==> config.mk <==
export PLATFORM = sky130hd
export DESIGN_NAME = seg_scan_ctrl
export DESIGN_NICKNAME = d
export VERILOG_FILES = /design/src/rtl/seg_scan_ctrl.sv
export SDC_FILE = /design/constraint.sdc
export NUM_CORES = 1
export LEC_CHECK = 0
export ABC_CLOCK_PERIOD_IN_PS = 3000
export BUFFER_PORTS_ARGS = -buffer_cell sky130_fd_sc_hd__buf_2
export CORE_MARGIN = 1.5
export CORE_UTILIZATION = 57
export CTS_CLUSTER_SIZE = 28
export DETAILED_ROUTE_END_ITERATION = 10
export PLACE_DENSITY = 0.78
export SYNTH_ARGS = -nofsm -noshare
export SYNTH_HDL_FRONTEND = slang
export SYNTH_SLANG_ARGS = --single-unit
==> constraint.sdc <==
create_clock -name clk -period 3 [get_ports clk]
set_clock_uncertainty 0.05 [all_clocks]
set_input_delay 0.3 -clock clk [delete_from_list [all_inputs] [get_ports clk]]
set_output_delay 0.3 -clock clk [all_outputs]
set_load 0.02 [all_outputs]
==> src/rtl/seg_scan_ctrl.sv <==
// Time-multiplexed seven-segment scan controller: each channel shows a
// magnitude digit and a sign digit, with value updates deferred to frame boundaries.
module seg_scan_ctrl #(
  parameter int NCH = 4,
  parameter int DIV = 1000,
  localparam int CHW = (NCH > 1) ? $clog2(NCH) : 1
) (
  input  logic                 clk,
  input  logic                 rst_n,
  input  logic                 wr_valid,
  output logic                 wr_ready,
  input  logic [CHW-1:0]       wr_ch,
  input  logic [3:0]           wr_data,
  input  logic                 blank_en,
  output logic [6:0]           seg,
  output logic [2*NCH-1:0]     an,
  output logic                 frame_tick
);

  localparam int NSLOT = 2 * NCH;
  localparam int PW    = $clog2(DIV);
  localparam int SW    = $clog2(NSLOT);

  logic [PW-1:0]    r_presc;
  logic [SW-1:0]    r_slot;
  logic [3:0]       r_val [NCH];
  logic             r_buf_full;
  logic [CHW-1:0]   r_buf_ch;
  logic [3:0]       r_buf_data;
  logic [6:0]       r_seg;
  logic [NSLOT-1:0] r_an;
  logic             r_frame_tick;

  logic             w_tick;
  logic             w_frame_end;
  logic             w_accept;
  logic             w_commit;
  logic [NCH-1:0]   w_ch_sel;
  logic [CHW-1:0]   w_ch;
  logic [3:0]       w_val;
  logic [3:0]       w_mag;
  logic [6:0]       w_mag_seg;
  logic [6:0]       w_dig_seg;
  logic [NSLOT-1:0] w_an_dec;

  assign w_tick      = (r_presc == PW'(DIV - 1));
  assign w_frame_end = w_tick && (r_slot == SW'(NSLOT - 1));
  assign w_accept    = wr_valid && !r_buf_full;
  assign w_commit    = w_frame_end && r_buf_full;
  assign wr_ready    = !r_buf_full;

  for (genvar gi = 0; gi < NCH; gi++) begin : g_ch_sel
    assign w_ch_sel[gi] = (r_buf_ch == CHW'(gi));
  end

  always_ff @(posedge clk or negedge rst_n) begin
    if (!rst_n) begin
      r_presc <= '0;
      r_slot  <= '0;
    end else begin
      if (w_tick) begin
        r_presc <= '0;
        r_slot  <= (r_slot == SW'(NSLOT - 1)) ? '0 : r_slot + SW'(1);
      end else begin
        r_presc <= r_presc + PW'(1);
      end
    end
  end

  // Buffer can only be refilled once empty, so commit and accept never coincide;
  // an out-of-range channel matches no w_ch_sel bit and is dropped here.
  always_ff @(posedge clk or negedge rst_n) begin
    if (!rst_n) begin
      r_buf_full <= 1'b0;
      r_buf_ch   <= '0;
      r_buf_data <= '0;
      for (int k = 0; k < NCH; k++) r_val[k] <= '0;
    end else begin
      if (w_commit) begin
        r_buf_full <= 1'b0;
        for (int k = 0; k < NCH; k++) begin
          if (w_ch_sel[k]) r_val[k] <= r_buf_data;
        end
      end else if (w_accept) begin
        r_buf_full <= 1'b1;
        r_buf_ch   <= wr_ch;
        r_buf_data <= wr_data;
      end
    end
  end

  always_comb begin
    w_ch      = CHW'(r_slot >> 1);
    w_val     = r_val[w_ch];
    w_mag     = w_val[3] ? (4'd0 - w_val) : w_val;
    w_mag_seg = 7'b1111111;
    case (w_mag)
      4'd0:    w_mag_seg = 7'b0000001;
      4'd1:    w_mag_seg = 7'b1001111;
      4'd2:    w_mag_seg = 7'b0010010;
      4'd3:    w_mag_seg = 7'b0000110;
      4'd4:    w_mag_seg = 7'b1001100;
      4'd5:    w_mag_seg = 7'b0100100;
      4'd6:    w_mag_seg = 7'b0100000;
      4'd7:    w_mag_seg = 7'b0001111;
      4'd8:    w_mag_seg = 7'b0000000;
      default: w_mag_seg = 7'b1111111;
    endcase
    w_dig_seg = r_slot[0] ? (w_val[3] ? 7'b1111110 : 7'b1111111) : w_mag_seg;
    w_an_dec  = ~(NSLOT'(1) << r_slot);
  end

  always_ff @(posedge clk or negedge rst_n) begin
    if (!rst_n) begin
      r_seg        <= 7'b1111111;
      r_an         <= '1;
      r_frame_tick <= 1'b0;
    end else begin
      r_frame_tick <= w_frame_end;
      if (blank_en) begin
        r_seg <= 7'b1111111;
        r_an  <= '1;
      end else begin
        r_seg <= w_dig_seg;
        r_an  <= w_an_dec;
      end
    end
  end

  assign seg        = r_seg;
  assign an         = r_an;
  assign frame_tick = r_frame_tick;

endmodule
# --- Yosys cells after proc, flatten, opt, wreduce, memory -nomap -nowiden ---
# Memory sizes are Yosys's and may differ from the RTL's.
# Cells that the tools add are included.
op_classes:
  div_mod_pow: 0
  addsub: 3
  shift: 1
  multipliers: 0
  reduce_logical: 11
  n_eq_ne: 5
  muxes: 12
  order_cmp: 1
  bitwise: 3
ops:
  columns: ["op", "n"]
  rows:
  - ["two-way mux 7 bit", 2]
  - ["two-way mux 4 bit", 3]
  - ["adder 10 x 1 -> 10 bit, second input constant", 1]
  - ["equality test 10 bit, second input constant", 1]
  - ["two-way mux 10 bit", 1]
  - ["AND reduction 2 bit", 5]
  - ["binary-select mux 4 bit (select 2 bit)", 1]
  - ["two-way mux 8 bit", 1]
  - ["NOT 8 bit", 1]
  - ["left shift 1 x 3 -> 8 bit, first input constant", 1]
  - ["equality test 2 bit, second input constant", 2]
  - ["subtractor 1 x 4 -> 4 bit, first input constant", 1]
  - ["adder 3 x 1 -> 3 bit, second input constant", 1]
  - ["equality test 3 bit, second input constant", 1]
  - ["greater-or-equal comparator 3 bit, second input constant", 1]
  - ["logical AND 1 bit", 3]
  - ["two-way mux 1 bit", 3]
  - ["two-way mux 3 bit", 1]
  - ["NOT 2 -> 3 bit", 1]
  - ["equality test 2 x 1 -> 1 bit, second input constant", 1]
  - ["zero test 2 bit", 1]
  - ["nonzero test 2 bit", 1]
  - ["zero test 1 bit", 1]
  - ["NOT 1 bit", 1]
totals:
  ramBits: 0
  mem_bits_ro: 112
  inputBits: 10
  memories: 1
  latchBits: 0
  wordCells: 49
  out_inout_bits: 17
  ff_bits: 52
mem_list:
  columns: ["name", "depth", "word_bits", "rd", "rd_clocked_by_memory_dff", "wr", "line", "text"]
  rows:
  - ["(name not given)", 16, 7, 1, 0, 0, "97", "case (w_mag)"]

# --- Depth between registers and ports, before layout ---
# Gate-level depths: netlist of run 1.
# An unclocked memory read counts as a cell.
depth:
  depth_word: 9
  mapped_depth: 9
  mapped_depth_nobuf: 8

# --- Worst setup path before layout of run 1 ---
# No wires, ideal clock.
synth_timing:
  path_kind: "flip-flop to flip-flop"
  from: "register r_slot[1]"
  to: "register r_seg[1] (netlist: seg[1])"
  setup_ns: 0.079
  slack_ns: 0.612
  period_less_slack_ns: 2.388
  n_path_buf: 1
  stages_incl_launch_ff: 9
  t_arrival_ns: 2.259
  path_cell_list: "dfrtp_1 -> buf_6 -> mux4_2 -> inv_1 -> ha_1 -> and2b_1 -> xnor2_4 -> mux2_1 -> o21ai_0"
synth_via:
  elab_chain_cells: 9
synth_rtl:
  columns: ["item", "line", "text"]
  rows:
  - ["start: declaration", "25", "logic [SW-1:0] r_slot;"]
  - ["start signal: assignment", "63", "r_slot <= (r_slot == SW'(NSLOT - 1)) ? '0 : r_slot + SW'(1);"]
  - ["NOT 2 -> 3 bit (implied by the code) (*)", "94", "w_val = r_val[w_ch];"]
  - ["binary-select mux 4 bit (select 2 bit) (*)", "94", null]
  - ["two-way mux 4 bit (implied by the code) (*) (2 in series)", "94", null]
  - ["subtractor 1 x 4 -> 4 bit", "95", "w_mag = w_val[3] ? (4'd0 - w_val) : w_val;"]
  - ["two-way mux 4 bit (*)", "95", null]
  - ["memory read (16 x 7 bit) (*)", null, null]
  - ["two-way mux 7 bit (*)", "109", "w_dig_seg = r_slot[0] ? (w_val[3] ? 7'b1111110 : 7'b1111111) : w_mag_seg;"]
  - ["two-way mux 7 bit (*)", "120", "if (blank_en) begin"]
  - ["end signal: assignment", "124", "r_seg <= w_dig_seg;"]
  - ["end: declaration", "30", "logic [6:0] r_seg;"]
# Every way passes the cells marked *; elsewhere a longest branch is shown, timed or not. The select of a mux whose other input is x is not followed.
# A chain may end at the register's enable or synchronous reset.

# --- Worst setup path in the final report of run 1 ---
# Ends and elaborated chain as after synthesis.

==> results.py, run 1 <==
metrics = {
    "drt": {
        "avgViaCountPerCell": 5.577,
        "initialDrtViolationCount": 138,
        "wl_um": 3810,
        "drc": 0,
        "first_pass_iters": 4,
        "wire_per_inst_um": 14.27,
        "ant_nets": 0,
        "vias": 1489,
    },
    "worst_setup_path": {
        "r2r_cells": 7,
        "cp_max_fo": 7,
        "critPathKind": "register to register",
        "crit_end": "seg[1]",
        "r2r_setup_slack_ps": 370,
        "worstPathArrival_ps": 2810,
        "cp.required_ps": 3180,
        "rr_endpoint": "seg[1]",
        "crit_start": "r_slot[1]",
        "cpPeakStageDelay_ps": 640,
        "crit_slowest_cell": "mux4_2",
        "cp_cell_sequence": "mux4_2, inv_1, ha_1, and2b_1, xnor2_4, mux2_1, o21ai_0",
        "worst_setup_path_end_kind": "register",
        "start_kind": "register",
        "regToRegStartpoint": "r_slot[1]",
    },
    "outcome": {
        "outcome": "completed",
    },
    "logic_synthesis": {
        "synth.avg_cell_area_um2": 12.96,
        "synth_seq_area_share_pct": 54.75,
        "synth_area_um2": 2411,
        "yosys.area.top_type_share_pct": 38.40,
        "ys_types": 36,
        "ys_async_sr_fraction_pct": 100.0,
        "yosys.area.top_type": "dfrtp_1",
        "syn_inst": 186,
        "synth_nets": 208,
        "synth_edf_count": 0,
        "yosys_warnings": 0,
        "synth_common_cells": "37 x dfrtp_1, 22 x mux2_2, 15 x dfstp_2",
        "synth_area_leaders": "dfrtp_1 38%, dfstp_2 16%, mux2_2 10%, ha_1 6.2%, mux4_2 3.7%",
        "synthFlopType": "dfrtp_1",
        "yosys_register_bits": 52,
        "yosysMostFrequentCell": "dfrtp_1",
    },
    "grt": {
        "grt_pass1_vias": 1432,
        "antenna_found_initial": 0,
        "grt_use_total_pct": 19.34,
        "overflow": 0,
        "grt_max_degree": 53,
        "grt_pass1_wl_um": 6465,
    },
    "placement": {
        "dp_hpwl_um": 2865,
        "place_congestion": 0.8608,
        "portBuffers": 26,
        "placed_cells": 259,
    },
    "floorplanning": {
        "dieArea_um2": 4629,
        "coreArea_um2": 4029,
        "die_w_um": 68.04,
        "die_h_um": 68.04,
        "start_util_pct": 59.84,
        "top_level_ports": 27,
        "fp-row-count": 23,
    },
    "finish": {
        "fin_cells": 267,
        "drive_above_1_share_pct": 37.79,
        "antennaDiodeCount": 0,
        "final_nets": 238,
        "fin_util_pct": 67.02,
        "fillCellCount": 306,
        "area_delta_synth_final_pct": 11.99,
    },
    "clock_tree": {
        "cts.clk_slew.worst_paths_ps": 90,
        "post_cts_buffers": 0,
        "clock_latency_ps": 300,
        "cts_resized": 0,
        "cts_tree": "yes",
        "cts_hold_buffers": 0,
        "cts_buffers": 5,
        "htreeDepth": 2,
        "cts_root_buf": "clkbuf_8",
        "clkSinkCount": 52,
        "cts_buffer_depth": 2,
    },
    "flow_run": {
        "drv_cap": 0,
    },
    "power": {
        "p_clk_share_pct": 38.2,
        "combinationalPowerShare_pct": 3.2,
        "power_frac_seq_pct": 58.6,
        "power.switching_uw": 253.7,
        "vdd_ir_drop_max_v": 0.0003420,
        "p_int_uw": 973.0,
        "switching_share_pct": 20.68,
        "powerDensity_nw_per_um2": 454.3,
        "leakagePower_nw": 1.211,
    },
    "sta": {
        "slew_headroom_pct": 27.73,
        "finalSetupViolations": 0,
        "period_share_pct": 87.81,
        "grt_setup_unrepaired": "false",
        "fmax_mhz": 379.6,
        "tns_ps": 0,
        "fin_crit_ps": 2634,
        "hold_violations": 0,
        "tightest_slew_ps": 1084,
        "final_max_slew_viol_count": 0,
    },
    "hold_path": {
        "hp-class": "input port to async pin",
    },
}
-- stage by stage --
stage | hold slack, ps | setup slack (ps) | total power [mW] | instance area [µm²]
3_5_place_dp | 410.8 | 370.4 | 0.7734 | 2589
3_3_place_gp | 392.9 | 483.7 | 0.7716 | 2589
4_1_cts | 155.2 | 345.3 | 1.245 | 2700
6_report | 147.4 | 365.7 | 1.227 | 2700
2_1_floorplan | -45.59 | 612.1 | 0.7469 | 2411
5_1_grt | 150.0 | 162.6 | 1.285 | 2700
-- layout make-up --
class	count	area (µm²)	area share, %
sequential	52	1320	48.89
timing repair buffer	27	137.6	5.097
tap	50	62.56	2.317
multi-input combinational	118	1023	37.91
inverter	12	45.04	1.668
clock buffer	5	68.82	2.549
clock inverter	3	42.54	1.576
-- cell families after synthesis --
group	synth area share (%)
xor gates and xnor gates	3.321
and+or+nand+nor	12.30
buffers and inverters	2.802
adders and majority gates	6.227
muxes	15.72
DFF	54.75
AOI/OAI and AO/OA	4.878
-- metal layers --
metal	GRT usage (%)	vias up	share of wire [%]	wire, µm
met5	0	-	0	0
met4	8.250	0	1.4	55
met3	5.592	6	5.6	212
met2	31.43	42	50	1886
met1	24.13	729	43	1655
li1	-	712	-	-
-- worst min-delay path by stage --
stage | depth (start not counted) | slack (ps) | from | to
3_5_place_dp | 1 | 410 | r_presc[0] | r_presc[0]
4_1_cts | 3 | 160 | wr_ch[1] | r_buf_ch[1]
3_3_place_gp | 1 | 390 | r_presc[0] | r_presc[0]
2_1_floorplan | 0 | -50 | rst_n | frame_tick
6_report | 1 | 150 | rst_n | r_presc[5]
5_1_grt | 3 | 150 | wr_ch[1] | r_buf_ch[1]
-- registers in the layout, summed over array words and instances (netlist names) --
register	flops
an	8
frame_tick	1
r_buf_ch	2
r_buf_data	4
r_buf_full	1
r_presc	10
r_slot	3
r_val	16
seg	7
-- placed cells by master (no fill, tap or decap), drive strengths merged, types with 2 or more instances in the layout --
cell	netlist	routed
a21oi	2	2
and2	2	2
and2b	2	2
buf	1	27
clkbuf	3	5
dfrtp	37	37
dfstp	15	15
ha	12	12
inv	12	12
mux2	23	23
mux2i	3	3
mux4	4	4
nand2	10	10
nand2b	5	5
nand3	7	7
nand4	3	3
nor2	12	12
nor2b	2	2
nor3	3	3
o21ai	10	10
or3	2	2
xnor2	3	3
xor2	4	4
-- power by group through the flow --
stage / logic [mW] / clock network (mW) / registers, mW
2_1_floorplan: 0.00861 / 0 / 0.738
3_3_place_gp: 0.0396 / 0 / 0.732
3_5_place_dp: 0.0410 / 0 / 0.732
4_1_cts: 0.0412 / 0.484 / 0.719
5_1_grt: 0.0455 / 0.518 / 0.721
6_report: 0.0394 / 0.468 / 0.719
-- critical path, delay by kind of cell, from the launching register on --
kind                     cells  cell delay, ps
buffers and inverters        1             150
AND/OR/NAND/NOR              1             240
adder cells (fa/ha/maj)      1             200
multiplexers                 2             980
AO/OA/AOI/OAI                1             150
flip-flops                   1             550
XOR/XNOR                     1             250
Note: power is estimated with default switching activity, not from simulation.
==> inputs of run 2 (changes only) <==
--- a/config.mk
+++ b/config.mk
@@ -5,7 +5,7 @@
 export SDC_FILE = /design/constraint.sdc
 export NUM_CORES = 1
 export LEC_CHECK = 0
-export ABC_CLOCK_PERIOD_IN_PS = 3000
+export ABC_CLOCK_PERIOD_IN_PS = 2700
 export BUFFER_PORTS_ARGS = -buffer_cell sky130_fd_sc_hd__buf_2
 export CORE_MARGIN = 1.5
 export CORE_UTILIZATION = 57
==> constraint.sdc (replaced) <==
create_clock -name clk -period 2.7 [get_ports clk]
set_clock_uncertainty 0.05 [all_clocks]
set_input_delay 0.27 -clock clk [delete_from_list [all_inputs] [get_ports clk]]
set_output_delay 0.27 -clock clk [all_outputs]
set_load 0.02 [all_outputs]
==> run 2 against run 1 <==
Against the previous run: register-to-register slack got worse by 170 ps; maximum frequency grew 5.0%; critical path depth stayed put; final area increased by 0.70%; global-route usage increased by 1.8 points; non-clock buffer count up 3; setup slack got worse by 170 ps; combinational power up 15%; sequential power up 11%; utilization up 0.47 points; largest cell class unchanged.
==> results.py, run 2 (synthesis results as in run 1) <==
metrics = {
    "placement": {
        "portBuffers": 26,
        "dp_hpwl_um": 3039,
        "place_congestion": 0.9136,
    },
    "clock_tree": {
        "cts_buffers": 5,
        "cts_buffer_depth": 2,
        "clock_latency_ps": 310,
        "cts_tree": "yes",
        "cts_resized": 0,
        "htreeDepth": 2,
        "cts.clk_slew.worst_paths_ps": 90,
        "cts_hold_buffers": 0,
        "clkSinkCount": 52,
        "cts_root_buf": "clkbuf_8",
        "post_cts_buffers": 0,
    },
    "power": {
        "leakagePower_nw": 1.227,
        "powerDensity_nw_per_um2": 501.3,
        "vdd_ir_drop_max_v": 0.0003557,
    },
    "finish": {
        "final_nets": 241,
        "drive_above_1_share_pct": 38.18,
        "area_delta_synth_final_pct": 12.77,
        "final_cell_mix": "37 x dfrtp_1, 26 x buf_2, 22 x mux2_2",
        "largest_reg_flops": 16,
        "fin_util_pct": 67.48,
        "top_register": "r_val",
        "antennaDiodeCount": 0,
        "final_common_cell": "dfrtp_1",
    },
    "floorplanning": {
        "die_h_um": 68.04,
        "dieArea_um2": 4629,
        "fp-row-count": 23,
        "coreArea_um2": 4029,
        "top_level_ports": 27,
        "start_util_pct": 59.84,
        "die_w_um": 68.04,
    },
    "worst_setup_path": {
        "critPathKind": "register to register",
        "cp.required_ps": 2880,
        "cp_cell_sequence": "mux4_2, inv_1, ha_1, and2b_1, xnor2_4, mux2_1, o21ai_0",
        "start_kind": "register",
        "worst_setup_path_end_kind": "register",
        "worstPathArrival_ps": 2690,
        "cp_max_fo": 7,
        "crit_slowest_cell": "mux4_2",
        "cpPeakStageDelay_ps": 600,
    },
    "sta": {
        "fin_crit_ps": 2508,
        "tightest_slew_ps": 866.5,
        "slew_headroom_pct": 42.23,
        "fmax_mhz": 398.8,
        "hold_violations": 0,
        "grt_setup_unrepaired": "false",
        "tns_ps": 0,
        "final_max_slew_viol_count": 0,
        "finalSetupViolations": 0,
        "period_share_pct": 92.88,
    },
    "hold_path": {
        "hp-class": "input port to async pin",
    },
    "grt": {
        "overflow": 0,
        "grt_pass1_vias": 1576,
        "grt_pass1_wl_um": 7141,
        "grt_max_degree": 42,
        "antenna_found_initial": 0,
        "grt_use_total_pct": 21.14,
    },
    "drt": {
        "wire_per_inst_um": 15.05,
        "ant_nets": 0,
        "initialDrtViolationCount": 79,
        "drc": 0,
        "wl_um": 4063,
        "first_pass_iters": 4,
        "vias": 1510,
        "avgViaCountPerCell": 5.593,
    },
    "flow_run": {
        "drv_cap": 0,
    },
    "outcome": {
        "outcome": "completed",
    },
}
## run 2: cell types whose count changed in the layout (fill, tap and decap cells not counted)
| cell | previous run | this run |
|---|---|---|
| buf_4 | 1 | 4 |
| clkbuf_1 | 0 | 1 |
| clkinvlp_4 | 1 | 0 |
## run 2: final timing paths
path                       slack (ps)  depth (start not counted)  startpoint       endpoint
setup / recovery                  190                          7   r_slot[1]         seg[1]
hold / removal                     10                          1       rst_n     r_presc[7]
setup reg to reg                  190                          7   r_slot[1]         seg[1]
hold reg to reg                   430                          1  r_presc[0]     r_presc[0]
max in group asynchronous        1820                          2       rst_n          an[1]
min in group clk                  140                          2  wr_data[1]  r_buf_data[1]
## run 2: where the power goes
part	total (mW)	internal [mW]	switching [mW]
combinational	0.0452	0.0149	0.0303
clock	0.518	0.275	0.243
sequential	0.799	0.793	0.00633
total	1.36	1.08	0.280
## run 2: critical path, delay by kind of cell (launching register included)
family / cells / cell delay, ps
compound gates: 1 / 160
xor+xnor: 1 / 250
fa+ha+maj: 1 / 200
buf+inv: 1 / 150
flops: 1 / 410
mux: 2 / 950
simple gates: 1 / 250
## run 2: layer usage
metal / global-route usage (%) / up-vias / wire [µm]
met2: 34.71 / 52 / 2013
li1: - / 710 / -
met1: 27.12 / 740 / 1781
met4: 10.25 / 0 / 68
met5: 0 / - / 0
met3: 3.783 / 8 / 200
## run 2: final cells by class
type                    count  area, µm²
clock buffers               6      72.57
fillers                   297       1310
clock inverters             2      35.03
well taps                  50      62.56
inverters                  12      45.04
multi-input cells         118       1023
flip-flops and latches     52       1320
repair buffers             30      160.2
## run 2: stage by stage
step / power [mW] / hold slack [ps] / cells / area (µm²) / worst slack [ps]
finish: 1.363 / 10.69 / 270 / 2719 / 192.3
global route: 1.411 / 100.3 / 270 / 2719 / 50.06
CTS: 1.374 / 52.29 / 270 / 2719 / 192.3
detailed placement: 0.8608 / 386.8 / 262 / 2611 / 228.6
global placement: 0.8583 / 364.3 / 262 / 2611 / 345.3
floorplan: 0.8299 / -75.59 / 186 / 2411 / 312.1
==> inputs of run 3 (changes only) <==
--- a/config.mk
+++ b/config.mk
@@ -8,10 +8,10 @@
 export ABC_CLOCK_PERIOD_IN_PS = 2700
 export BUFFER_PORTS_ARGS = -buffer_cell sky130_fd_sc_hd__buf_2
 export CORE_MARGIN = 1.5
-export CORE_UTILIZATION = 57
+export CORE_UTILIZATION = 47
 export CTS_CLUSTER_SIZE = 28
 export DETAILED_ROUTE_END_ITERATION = 10
-export PLACE_DENSITY = 0.78
+export PLACE_DENSITY = 0.66
 export SYNTH_ARGS = -nofsm -noshare
 export SYNTH_HDL_FRONTEND = slang
 export SYNTH_SLANG_ARGS = --single-unit
==> run 3 against run 2 <==
Against the previous run: utilization decreased by 10 points; sequential share of layout area is 0.51 points lower; die area rose by 20%; register-to-register slack gained 40 ps; clock power increased by 2%; power is 0.73% higher; routed wire length is 3.2% lower; maximum frequency is 1.6% higher; flip-flop and latch count stayed put; non-clock buffer count unchanged; critical endpoint unchanged.
==> results.py, run 3 (synthesis results as in run 1) <==
metrics = {
    "floorplanning": {
        "fp-row-count": 25,
        "die_h_um": 74.63,
        "dieArea_um2": 5569,
        "coreArea_um2": 4817,
        "die_w_um": 74.63,
        "start_util_pct": 50.05,
        "top_level_ports": 27,
    },
    "sta": {
        "slew_headroom_pct": 41.10,
        "fmax_mhz": 405.2,
        "grt_setup_unrepaired": "false",
        "final_max_slew_viol_count": 0,
        "tightest_slew_ps": 883.5,
        "tns_ps": 0,
        "period_share_pct": 91.41,
        "finalSetupViolations": 0,
        "fin_crit_ps": 2468,
        "hold_violations": 0,
    },
    "worst_setup_path": {
        "cp.required_ps": 2870,
        "worstPathArrival_ps": 2640,
        "r2r_cells": 7,
        "rr_endpoint": "seg[1]",
        "r2r_setup_slack_ps": 230,
        "critPathKind": "register to register",
        "start_kind": "register",
        "worst_setup_path_end_kind": "register",
        "regToRegStartpoint": "r_slot[1]",
        "cp_max_fo": 7,
    },
    "finish": {
        "top_register": "r_val",
        "drive_above_1_share_pct": 38.64,
        "final_cell_mix": "37 x dfrtp_1, 26 x buf_2, 22 x mux2_2",
        "final_common_cell": "dfrtp_1",
        "fin_util_pct": 57.04,
        "area_delta_synth_final_pct": 13.96,
        "fin_cells": 287,
        "antennaDiodeCount": 0,
        "largest_reg_flops": 16,
        "final_nets": 241,
    },
    "clock_tree": {
        "cts_buffer_depth": 2,
        "cts_resized": 0,
        "cts_hold_buffers": 0,
        "clkSinkCount": 52,
        "post_cts_buffers": 0,
        "cts.clk_slew.worst_paths_ps": 100,
        "htreeDepth": 2,
        "clock_latency_ps": 300,
        "cts_buffers": 5,
        "cts_root_buf": "clkbuf_8",
        "cts_tree": "yes",
    },
    "placement": {
        "placed_cells": 279,
        "dp_hpwl_um": 3039,
        "place_congestion": 0.7357,
        "portBuffers": 26,
    },
    "flow_run": {
        "drv_cap": 0,
    },
    "grt": {
        "overflow": 0,
        "antenna_found_initial": 0,
        "grt_pass1_wl_um": 6789,
        "grt_use_total_pct": 16.32,
        "grt_max_degree": 41,
        "grt_pass1_vias": 1468,
    },
    "power": {
        "powerDensity_nw_per_um2": 499.7,
        "leakagePower_nw": 1.227,
        "vdd_ir_drop_max_v": 0.0002929,
        "p_total_mw": 1.373,
    },
    "drt": {
        "wl_um": 3932,
        "first_pass_iters": 4,
        "drc": 0,
        "initialDrtViolationCount": 29,
        "avgViaCountPerCell": 5.178,
        "vias": 1486,
        "wire_per_inst_um": 13.70,
        "ant_nets": 0,
    },
    "outcome": {
        "outcome": "completed",
    },
    "hold_path": {
        "hp-class": "input port to async pin",
    },
}
run 3: cell types whose count changed in the layout (fill, tap and decap cells not counted):
cell        delta
clkinv_2       -1
inv_6          +1
clkbuf_1       -1
clkinvlp_4     +1
run 3: layout make-up:
cell class	instances	area [µm²]
Timing Repair Buffer	30	160.2
Fill cell	421	2069
Sequential cell	52	1320
Tap cell	67	83.83
Clock inverter	3	46.29
Clock buffer	5	68.82
Multi-Input combinational cell	118	1023
Inverter	12	45.04
run 3: layer usage:
layer | GRT usage (%) | routed length, µm | vias up
met4 | 6.061 | 44 | 0
met1 | 20.57 | 1775 | 729
met2 | 28.37 | 1946 | 47
met3 | 2.811 | 166 | 4
met5 | 0 | 0 | -
li1 | - | - | 706
run 3: worst max-delay path by stage:
stage	from	end	slack, ps	cells after the start
2_1_floorplan	r_slot[1]	seg[1]	310	8
3_3_place_gp	r_slot[1]	seg[1]	340	7
3_5_place_dp	r_slot[1]	seg[1]	250	7
4_1_cts	r_slot[1]	seg[1]	220	7
5_1_grt	r_slot[1]	seg[1]	8	7
6_report	r_slot[1]	seg[1]	230	7
run 3: critical path, stage by stage (launching register included):
cell and delay [ps]:
dfrtp_1 420, mux4_2 600, inv_1 150, ha_1 190
and2b_1 240, xnor2_4 250, mux2_1 340, o21ai_0 150
run 3: stage by stage:
step / area [µm²] / hold slack [ps] / setup WS (ps)
2_1_floorplan: 2411 / -75.59 / 312.1
6_report: 2748 / 36.45 / 231.9
4_1_cts: 2748 / 64.82 / 216.1
3_3_place_gp: 2633 / 366.1 / 342.0
3_5_place_dp: 2633 / 392.1 / 245.8
5_1_grt: 2748 / 100.4 / 8.143
run 3: report_power, final:
part           total (mW)  internal (mW)  switching (mW)
Clock               0.528          0.279           0.249
Sequential          0.799          0.793         0.00619
Combinational      0.0456         0.0149          0.0307
